File: src/rtl/cpstr_mgr_rx.sv
// Demultiplexes an escape-coded byte stream onto NUM_STREAMS output streams.
// One holding register carries each byte to the selected lane, one byte per cycle.
module cpstr_mgr_rx #(
   parameter int unsigned  NUM_STREAMS = 3,
   parameter logic [7:0]   ESC_CHAR    = 8'd27,
   localparam int unsigned IDX_W       = (NUM_STREAMS > 1) ? $clog2(NUM_STREAMS) : 1
) (
   input  logic                     i_clk,
   input  logic                     i_rst,
   input  logic [7:0]               i_data,
   input  logic                     i_valid,
   output logic                     o_ready,
   output logic [8*NUM_STREAMS-1:0] o_data,
   output logic [NUM_STREAMS-1:0]   o_valid,
   input  logic [NUM_STREAMS-1:0]   i_ready,
   output logic [IDX_W-1:0]         o_stridx,
   output logic                     o_stridx_valid,
   output logic                     o_err
);

   localparam logic [7:0] NUM_B = 8'(NUM_STREAMS);

   typedef enum logic {S_DATA, S_ESC} state_e;

   state_e           state_q;
   logic             full_q;
   logic [7:0]       byte_q;
   logic [IDX_W-1:0] held_idx_q;
   logic [IDX_W-1:0] sel_idx_q;
   logic             sel_valid_q;
   logic             err_q;

   logic take;
   logic accept;
   logic is_esc;
   logic is_sel;
   logic is_data;

   always_comb begin
      take    = full_q && i_ready[held_idx_q];
      // Control bytes also wait on a blocked holding register, keeping ordering simple.
      o_ready = !full_q || i_ready[held_idx_q];
      accept  = i_valid && o_ready;
      is_esc  = (i_data == ESC_CHAR);
      is_sel  = (state_q == S_ESC) && !is_esc && (i_data < NUM_B);
      is_data = (state_q == S_DATA) ? !is_esc : is_esc;
   end

   always_ff @(posedge i_clk or posedge i_rst) begin
      if (i_rst) begin
         state_q     <= S_DATA;
         full_q      <= 1'b0;
         byte_q      <= 8'h00;
         held_idx_q  <= '0;
         sel_idx_q   <= '0;
         sel_valid_q <= 1'b0;
         err_q       <= 1'b0;
      end else begin
         err_q <= 1'b0;
         if (take) begin
            full_q <= 1'b0;
         end
         if (accept) begin
            state_q <= (state_q == S_DATA && is_esc) ? S_ESC : S_DATA;
            if (is_data) begin
               // A load in the same cycle as a take overrides the clear: no bubble.
               if (sel_valid_q) begin
                  full_q     <= 1'b1;
                  byte_q     <= i_data;
                  held_idx_q <= sel_idx_q;
               end else begin
                  err_q <= 1'b1;
               end
            end else if (is_sel) begin
               sel_idx_q   <= i_data[IDX_W-1:0];
               sel_valid_q <= 1'b1;
            end else if (state_q == S_ESC) begin
               err_q <= 1'b1;
            end
         end
      end
   end

   always_comb begin
      o_valid = '0;
      if (full_q) begin
         o_valid[held_idx_q] = 1'b1;
      end
   end

   assign o_data         = {NUM_STREAMS{byte_q}};
   assign o_stridx       = sel_idx_q;
   assign o_stridx_valid = sel_valid_q;
   assign o_err          = err_q;

endmodule

File: config.mk
export PLATFORM = sky130hd
export DESIGN_NAME = cpstr_mgr_rx
export DESIGN_NICKNAME = d
export VERILOG_FILES = /design/src/rtl/cpstr_mgr_rx.sv
export SDC_FILE = /design/constraint.sdc
export NUM_CORES = 1
export LEC_CHECK = 0
export BUFFER_PORTS_ARGS = -buffer_cell sky130_fd_sc_hd__buf_2
export CORE_MARGIN = 2
export CORE_UTILIZATION = 45
export DETAILED_ROUTE_END_ITERATION = 10
export GPL_ROUTABILITY_DRIVEN = 0
export PLACE_DENSITY_LB_ADDON = 0.05
export SLEW_MARGIN = 25
export SYNTH_ARGS = -nofsm -noshare
export SYNTH_HDL_FRONTEND = slang
export SYNTH_SLANG_ARGS = --single-unit
File: constraint.sdc
create_clock -name i_clk -period 2.6 [get_ports i_clk]
set_clock_uncertainty 0.15 [all_clocks]
set_input_delay 0.39 -clock i_clk [delete_from_list [all_inputs] [get_ports i_clk]]
set_output_delay 0.39 -clock i_clk [all_outputs]
set_load 0.03 [all_outputs]
---- After elaboration in Yosys (flattened, before gate mapping) ----
Cells that the tools add are included.
storage, ports and cells
  register bits after elaboration ......... 16
  bits in latches ......................... 0
  RAM bits ................................ 0
  memory bits (read-only) ................. 0
  input bits .............................. 14
  logic and storage cells ................. 40
  memories ................................ 0
operators by class
  $add $sub $neg .......................... 0
  multipliers ............................. 0
  divide/modulo/power cells ............... 0
  magnitude comparators ................... 3
  eq/ne operators ......................... 1
  shift-type cells ........................ 0
  muxes and demuxes ....................... 16
  bitwise logic cells ..................... 2
  reductions and logical operators ........ 11
operators with widths
  kind                count
  $mux 1              13
  $eq 8x5->1 const B  1
  $lt 8x2->1 const B  1
  $logic_and 1x1->1   6
  $reduce_and 3->1    2
  $lt 2x3->1 const B  1
  $mux 3              1
  $bmux 1 s2          1
  $demux 1 s2         1
  $ge 2x1->1 const B  1
  $logic_not 1->1     2
  $not 1->1           2
  $logic_or 1x1->1    1

---- Longest topological paths before layout ----
Gate-level depths: netlist (run 1).
  word-level depth ........................ 7
  depth in mapped cells ................... 8
  depth with buffers taken out ............ 8

---- Least setup slack after synthesis (run 1) ----
OpenSTA, ideal clock, no wires.
  path kind ............................... input -> register
  start ................................... input port i_data[6]
  end ..................................... register sel_idx_q[0] (netlist: o_stridx[0])
  setup time .............................. 0.125 ns
  arrival time ............................ 2.010 ns
  slack ................................... 0.315 ns
  cell stages on the path ................. 8
  path through ............................ nor4_1 > nand4_1 > inv_1 > ha_1 > nor4b_1 > nand3b_1 > nor2_1 > mux2_2
on the way
  cells in the longest elaborated chain, start to end .. 5
  elaborated cells on any way between the ends .. 8
  classes of those cells .................. order compare: 1; eq/ne: 1; mux: 1; bitwise: 1; reduce/logical: 4
ends and longest elaborated chain
  item                                                                line  source
  start, declared                                                     10    input logic [7:0] i_data,
  parallel branches: the longest is 4 deep, another holds $lt 8x2->1  n/a
  $reduce_and 3->1 (no line) (*)                                      n/a
  end signal, assigned                                                75    sel_idx_q <= i_data[IDX_W-1:0];
  end, declared                                                       29    logic [IDX_W-1:0] sel_idx_q;
Every way passes the cells marked *.
A chain may end at the register's enable or synchronous reset.

---- Worst setup path after layout (run 1) ----
Same ends and word-level chain as after synthesis.

==> results of run 1 <==
## per-layer routing
layer / track usage, % / wire length [µm] / part of all wire, %
met1: 18.6 / 743 / 46
met5: 0 / 0 / 0
met3: 3.03 / 113 / 7.1
met2: 22.2 / 726 / 45
met4: 5.56 / 14 / 0.88
## kinds of logic after synthesis
logic type	Yosys count
AO/OA/AOI/OAI	2
adder cells (fa/ha/maj)	2
buffers and inverters	22
flip-flops	16
multiplexers	15
AND/OR/NAND/NOR	18
## sequential cells by signal (all words and copies together) (netlist names)
register,cells
state_q,1
o_err,1
o_stridx_valid,1
byte_q,8
held_idx_q,2
o_stridx,2
full_q,1
## path summary, 6_finish.rpt
check	end	slack, ns	cells after the start
worst max-delay path	o_stridx[0]	0.31	9
worst min-delay path	held_idx_q[1]	0.007	2
worst max register to register	byte_q[7]	0.62	4
worst min register to register	o_stridx_valid	0.39	1
max in group asynchronous	byte_q[5]	1.91	2
min in group i_clk	byte_q[6]	0.21	2
## worst register-to-register path: cells and delay by family (launching register included)
kind,cells,cell delay [ns]
muxes,2,0.67
DFF,1,0.49
AOI/OAI and AO/OA,1,0.36
and+or+nand+nor,1,0.20
## layout by cell type, fill, tap and decap left out, drive strengths merged
cell type | synthesis | routed
buf | 17 | 46
dfrtp | 16 | 16
mux2 | 15 | 15
inv | 5 | 5
nor2 | 3 | 3
clkbuf | 0 | 3
nand2 | 2 | 2
ha | 2 | 2
nand2b | 2 | 2
nand3 | 1 | 1
and3b | 1 | 1
a211o | 1 | 1
and2b | 1 | 1
o221ai | 1 | 1
and2 | 1 | 1
nor4b | 1 | 1
nor4 | 1 | 1
nand3b | 1 | 1
or2 | 1 | 1
nand4 | 1 | 1
nor3b | 1 | 1
and3 | 1 | 1
## metrics by stage
step	setup TNS (ns)	utilization, %	hold WS (ns)	total power (W)	worst slack [ns]
after global routing	0	55.5	0.0652	0.000422	0.0841
after global placement	0	54.3	0.346	0.000282	0.0599
final	0	55.5	0.00659	0.000403	0.305
after CTS	0	55.5	0.0374	0.000407	0.281
after floorplan	0	-	0.154	0.000266	0.315
after detailed placement	-0.0315	54.3	0.343	0.000282	-0.0178
## layout make-up
class	instances	area, µm²
inverter	5	18.8
tap	27	33.8
fill	195	873
clock buffer	3	22.5
timing repair buffer	46	233
sequential	16	400
multi-input combinational	37	380
## power groups by stage
| stage | clock network (W) | registers (W) | logic [W] |
|---|---|---|---|
| global placement | 0 | 0.000255 | 0.0000276 |
| finish | 0.000126 | 0.000250 | 0.0000268 |
| global route | 0.000141 | 0.000250 | 0.0000305 |
| floorplan | 0 | 0.000257 | 0.00000965 |
| CTS | 0.000129 | 0.000250 | 0.0000277 |
| detailed placement | 0 | 0.000255 | 0.0000277 |
==> impl_results.md, run 1 <==
- Buffer depth of the longest clock path: 2
- DR vias: 619
- Post-layout min period: 2.29 ns
- Final period util: 88.3%
- Final hold vios: 0
- DP Area: 1070 µm²
- Gate Count Post-Synth: 75
- First-pass GRT wire length: 2640 µm
- Pleak: 0.683 nW
- Post-Synth XOR/XNOR Area: 0%
- Ant diodes: 0
- Slew Limit Fails: 0
- Seq/Total Area, Yosys: 42.6%
- Post-synth EDFFs: 0
- Post-synth top cells: 16 x buf_4, 16 x dfrtp_1, 11 x mux2_4
- CP peak stage delay: 0.36 ns
- CTS tree: done
- Yosys reg bits: 16
- Yosys top cell by area: dfrtp_1
- I/O pins: 46
- CTS Hold Bufs: 0
- CTS resizes: 0
- Post-synthesis compound-gate area fraction: 2.80%
- RSZ-0062 raised after global routing: no
- 1st-pass router iterations: 3
- Vias in the first global route: 590
- Overflow after GRT: 0
- Sw Pwr: 0.0000882 W
- Ys flop type: dfrtp_1
- DP Cell Count: 131
- Synth warn: 0
- Worst-margin pin slew: 0.585 ns
- Internal: 0.000315 W
- Max VDD drop: 0.272 mV
- CTS clk-pin slew, worst paths: 0.09 ns
- Slowest CP cell: nor4_1
- Total Wirelength: 1600 µm
- Post-Synth Adder-Cell Area: 2.66%
- Synth Area in Simple Gates: 12.6%
- All-Layer GR Usage: 14.0%
- Layout cells sized above 1: 65.4%
- Mux cell area share after synthesis: 22.4%
- Clock latency at the later pin of the worst-skew pair: 0.28 ns
- Core ar.: 1960 µm²
- Mapped cell area: 940 µm²
- Routed Antenna Nets: 0
- Crit path arrival time: 2.32 ns
- Comb power frac: 6.7%
- Total number of H-tree levels: 1
- Fin area: 1090 µm²
- Max-Cap Viols: 0
- F_max: 0.436 GHz
- Worst path required time: 2.62 ns
- Post-CTS setup buffer count: 0
- Power Density: 370 nW/µm²
- Top cell type's share of synthesized area: 42.6%
- Sink Count: 16
- Die Area: 2470 µm²
- CTS root buf: clkbuf_4
- Status: finished, final reports clean
- Post-synth ARST share: 100%
- Critical Setup Path Class: in2reg
- Row count: 16
- Nets@finish: 125
- Drt wl/cell: 11.9 µm
- Antenna violations before repair: 0
- Largest family of logic cells by synthesized area: multiplexers
- Die width: 49.7 µm
- Layout area overhead: 15.8%
- Syn_area_per_cell: 12.5 µm²
- Critical Path End Type: flop
- Die Ht: 49.7 µm
- Worst Hold Class: in2async
- Synth unique cells: 24
- Initial core utilization: 47.9%
- Critical-path cell list: buf_2 > nor4_1 > nand4_1 > inv_1 > ha_1 > nor4b_1 > nand3b_1 > nor2_1 > mux2_2
- Via density per instance: 4.62
- R2R Path Start: held_idx_q[1]
- Final Setup Violations: 0
- CTS buffer count: 3
- Top post-synthesis cells by area: dfrtp_1 43%, mux2_4 18%, buf_4 13%
- DR iter-0 viols: 1
- Largest net degree at the start of global routing: 17
- Number of buffers added on ports: 45
- Setup crit start kind: input port
- Buf/Inv on CP: 2
- Register share of total power: 62.0%
- Finished Layout Cells: 134
- Crit path from: i_data[6]
- Clk pwr share: 31.4%
- CP delay by family, top: simple AND/OR/NAND/NOR gates
- Post-synth net total: 91
- Relative slew slack: 61.0%
- Peak fanout along the critical path: 3
- Sw Share: 21.9%
- DRC: 0
Power figures use the tool's default switching activity.
==> inputs of run 2 (changes only) <==
HOLD_SLACK_MARGIN = 0.03   (was unset)
SETUP_SLACK_MARGIN = 0.15   (was unset)
==> impl_results.md, run 2 (synthesis results as in run 1) <==
- Critical Setup Path Class: in2reg
- Row count: 16
- Via density per instance: 4.63
- Max reg flops: 8
- Power Density: 368 nW/µm²
- CTS root buf: clkbuf_4
- CP peak stage delay: 0.37 ns
- Post-layout util: 55.6%
- Routed Antenna Nets: 0
- Initial core utilization: 47.9%
- All-Layer GR Usage: 14.0%
- Layout fillers: 194
- Die Ht: 49.7 µm
- Critical-path cell list: buf_2 > nor4_1 > nand4_1 > inv_1 > ha_1 > nor4b_1 > nand3b_1 > nor2_2 > mux2_2
- Antenna violations before repair: 0
- Largest net degree at the start of global routing: 17
- Most frequent cells in the layout: 45 x buf_2, 16 x dfrtp_1, 11 x mux2_4
- Biggest register: byte_q
- R2r worst-path depth: 4
- DP Cell Count: 131
- Most common cell after layout, fill and taps aside: buf_2
- Buffer depth of the longest clock path: 2
- Max VDD drop: 0.272 mV
- Ant diodes: 0
- R2R Path Start: held_idx_q[1]
- Die Area: 2470 µm²
- Drt wl/cell: 11.9 µm
- Crit path arrival time: 2.27 ns
- Final hold vios: 0
- Layout cells sized above 1: 66.4%
- CTS tree: done
- Status: finished, final reports clean
- Worst path required time: 2.62 ns
- RSZ-0062 raised after global routing: no
- Pleak: 0.683 nW
- Total number of H-tree levels: 1
- Sink Count: 16
- Final period util: 86.7%
- Vias in the first global route: 590
- Peak fanout along the critical path: 3
- Worst-margin pin slew: 0.586 ns
- Clock latency at the later pin of the worst-skew pair: 0.27 ns
- I/O pins: 46
- CTS buffer count: 3
- Die width: 49.7 µm
- Total Wirelength: 1590 µm
- Core ar.: 1960 µm²
- Final Setup Violations: 0
- Slowest CP cell: nor4_1
- First-pass GRT wire length: 2640 µm
- Setup crit start kind: input port
- DR vias: 620
- Relative slew slack: 60.9%
- DRC: 0
- F_max: 0.443 GHz
- CTS Hold Bufs: 0
- Max-Cap Viols: 0
- Finished Layout Cells: 134
- Critical Path End Type: flop
- Reg2Reg Setup Slack: 0.62 ns
- CTS clk-pin slew, worst paths: 0.09 ns
- Slew Limit Fails: 0
- Number of buffers added on ports: 45
- 1st-pass router iterations: 3
- Layout area overhead: 16.1%
- Reg-to-reg endpoint: byte_q[7]
- DR iter-0 viols: 1
- Worst Hold Class: in2async
- Post-layout min period: 2.26 ns
- Overflow after GRT: 0
- Nets@finish: 125
run 2: worst max-delay path by stage:
stage	start	end	depth (start not counted)
2_1_floorplan	i_data[6]	o_stridx[0]	8
3_3_place_gp	i_data[6]	o_stridx[1]	9
3_5_place_dp	i_data[6]	o_stridx[0]	9
4_1_cts	i_data[6]	o_stridx[0]	9
5_1_grt	i_data[6]	o_stridx[0]	9
6_report	i_data[6]	o_stridx[0]	9
run 2: timing repair:
item / 4_1_cts / 5_1_grt
setup endpoints to repair: 0 / 2
buffers inserted: 0 / 0
resized for setup: 0 / 1
run 2: through the flow:
stage / power [W] / hold WS (ns) / cell area (µm²) / setup TNS (ns) / setup slack (ns)
after global placement: 0.000282 / 0.346 / 1070 / 0 / 0.0599
after global routing: 0.000422 / 0.0652 / 1090 / 0 / 0.167
after CTS: 0.000407 / 0.0374 / 1090 / 0 / 0.281
after floorplan: 0.000266 / 0.154 / 940 / 0 / 0.315
final: 0.000402 / 0.0100 / 1090 / 0 / 0.345
after detailed placement: 0.000282 / 0.343 / 1070 / -0.0315 / -0.0178
run 2: worst max-delay path, delay by kind of cell:
kind	cells	cell delay, ns
adder cells (fa/ha/maj)	1	0.24
multiplexers	1	0.35
AND/OR/NAND/NOR	5	1.11
buffers and inverters	2	0.18
run 2: cell type report:
cell class                      count  area (µm²)  area share, %
Multi-Input combinational cell     37         383           35.1
Tap cell                           27        33.8           3.10
Inverter                            5        18.8           1.72
Sequential cell                    16         400           36.7
Timing Repair Buffer               46         233           21.3
Clock buffer                        3        22.5           2.06
run 2: power by group:
| part | internal [W] | switching, W | leakage [nW] |
|---|---|---|---|
| logic | 0.0000116 | 0.0000154 | 0.448 |
| registers | 0.000250 | 0.000000225 | 0.221 |
| clock network | 0.0000536 | 0.0000716 | 0.0138 |
run 2: metal layers:
metal,GRT usage (%),part of all wire (%),vias up
met3,3.03,7.2,2
li1,-,-,308
met4,5.56,1.1,0
met5,0,0,-
met2,22.2,45,25
met1,18.6,46,285
==> inputs of run 3 (changes only) <==
ABC_AREA = 1   (was unset)
==> impl_results.md, run 3 <==
- Post-layout min period: 1.92 ns
- Top post-synthesis cells by area: dfrtp_1 42%, buf_4 13%, nand2_1 13%
- Final setup margin: 0.685 ns
- Final period util: 73.7%
- Yosys reg bits: 16
- Mapped cell area: 947 µm²
- Total number of H-tree levels: 1
- CTS tree: done
- Hold WS: 0.00443 ns
- Relative slew slack: 60.9%
- Nets@finish: 163
- CTS clk-pin slew, worst paths: 0.09 ns
- Setup crit start kind: flop
- Peak fanout along the critical path: 18
- Sink Count: 16
- CP delay by family, top: flip-flops
- Crit path arrival time: 1.38 ns
- Layout area overhead: 13.3%
- Yosys top cell by area: dfrtp_1
- Synth unique cells: 17
- Seq/Total Area, Yosys: 42.3%
- All-Layer GR Usage: 16.5%
- Status: finished, final reports clean
- Sw Share: 41.3%
- Syn_area_per_cell: 8.03 µm²
- Worst path required time: 2.06 ns
- CTS root buf: clkbuf_4
- Drt wl/cell: 10.9 µm
- Most frequent cells in the layout: 45 x buf_2, 32 x nand2_1, 16 x dfrtp_1
- Die width: 49.9 µm
- DR iter-0 viols: 19
- Finished Layout Cells: 172
- I/O pins: 46
- Total Wirelength: 1870 µm
- Critical Path End Type: output pin
- Row count: 16
- Most common cell after layout, fill and taps aside: buf_2
- Ant diodes: 0
- Routed Antenna Nets: 0
- Max-Cap Viols: 0
- Cell with the most instances after synthesis: nand2_1
- Crit path top cell by count: nand2_1
- Post-CTS setup buffer count: 0
- Synth warn: 0
- Post-route setup TNS: 0 ns
- Post-synth EDFFs: 0
- Max reg flops: 8
- Die Area: 2490 µm²
- Biggest register: byte_q
- Gate Count Post-Synth: 118
- CTS resizes: 0
- Max VDD drop: 0.375 mV
- RSZ-0062 raised after global routing: no
- DP HPWL: 1470 µm
- Pleak: 0.642 nW
- DP Cell Count: 169
- Top cell type's share of synthesized area: 42.3%
- Via density per instance: 4.79
- Power Density: 606 nW/µm²
- 1st-pass router iterations: 4
- Place WS: 0.395 ns
- Antenna violations before repair: 0
- Die Ht: 49.9 µm
- Buf/Inv on CP: 2
- Slew Limit Fails: 0
- Core ar.: 1980 µm²
- Clock latency at the later pin of the worst-skew pair: 0.28 ns
- Slowest CP cell: dfrtp_1
- Vias in the first global route: 738
- Post-synth top cells: 32 x nand2_1, 16 x buf_4, 16 x dfrtp_1
- Sw Pwr: 0.000268 W
- Clk pwr share: 19.6%
- Internal: 0.000382 W
- Worst Hold Class: in2async
- Number of buffers added on ports: 45
- F_max: 0.522 GHz
- First-pass GRT wire length: 3210 µm
- CTS Hold Bufs: 0
- Comb power frac: 36.5%
- DRC: 0
- Worst-margin pin slew: 0.586 ns
- Final Setup Violations: 0
- Critical-path cell list: inv_2 > nand2_1 > nand2_1 > nand2_2 > nand2_4 > buf_2
- DR vias: 824
- CP peak stage delay: 0.44 ns
- Ys flop type: dfrtp_1
- Post-synth net total: 134
- Overflow after GRT: 0
- Final hold vios: 0
- Total power: 0.000651 W
- Register share of total power: 43.9%
- Critical Setup Path Class: reg2out
- Largest net degree at the start of global routing: 19
- Post-synth ARST share: 100%
- Initial core utilization: 47.8%
- Layout cells sized above 1: 38.6%
- CTS buffer count: 3
- Buffer depth of the longest clock path: 2
run 3: cell type report:
| cell class | instances | area [µm²] |
|---|---|---|
| fill | 208 | 908 |
| sequential | 16 | 400 |
| multi-input combinational | 68 | 343 |
| clock buffer | 3 | 22.5 |
| inverter | 13 | 48.8 |
| tap | 27 | 33.8 |
| timing repair buffer | 45 | 225 |
run 3: cell families after synthesis:
| logic type | synth area share (%) |
|---|---|
| simple gates | 33.0 |
| buf+inv | 21.5 |
| flops | 42.3 |
| compound gates | 0.528 |
| fa+ha+maj | 2.64 |
run 3: metrics by stage:
stage / instance area, µm² / util (%)
floorplan: 947 / -
global placement: 1050 / 53.0
detailed placement: 1050 / 53.0
CTS: 1070 / 54.2
global route: 1070 / 54.2
finish: 1070 / 54.2
run 3: path summary, 6_finish.rpt:
check	slack, ns	depth (start not counted)	endpoint	from
worst max-delay path	0.68	6	o_ready	held_idx_q[0]
worst min-delay path	0.004	2	byte_q[6]	i_rst
worst max register to register	0.80	7	held_idx_q[0]	state_q
worst min register to register	0.37	2	byte_q[0]	byte_q[0]
max in group asynchronous	1.91	2	state_q	i_rst
min in group i_clk	0.23	3	byte_q[6]	i_data[6]
run 3: routing by layer:
| metal | GRT usage [%] | vias up | part of all wire [%] |
|---|---|---|---|
| met2 | 27.8 | 34 | 48 |
| met3 | 2.73 | 2 | 8.1 |
| met1 | 21.4 | 371 | 43 |
| met4 | 5.56 | 0 | 0.53 |
| met5 | 0 | - | 0 |
| li1 | - | 417 | - |
run 3: power groups by stage:
stage	combinational, W	clock [W]	sequential (W)
after floorplan	0.000183	0	0.000327
after global placement	0.000239	0	0.000289
after detailed placement	0.000240	0	0.000291
after CTS	0.000240	0.000132	0.000286
after global routing	0.000254	0.000146	0.000290
final	0.000237	0.000128	0.000286
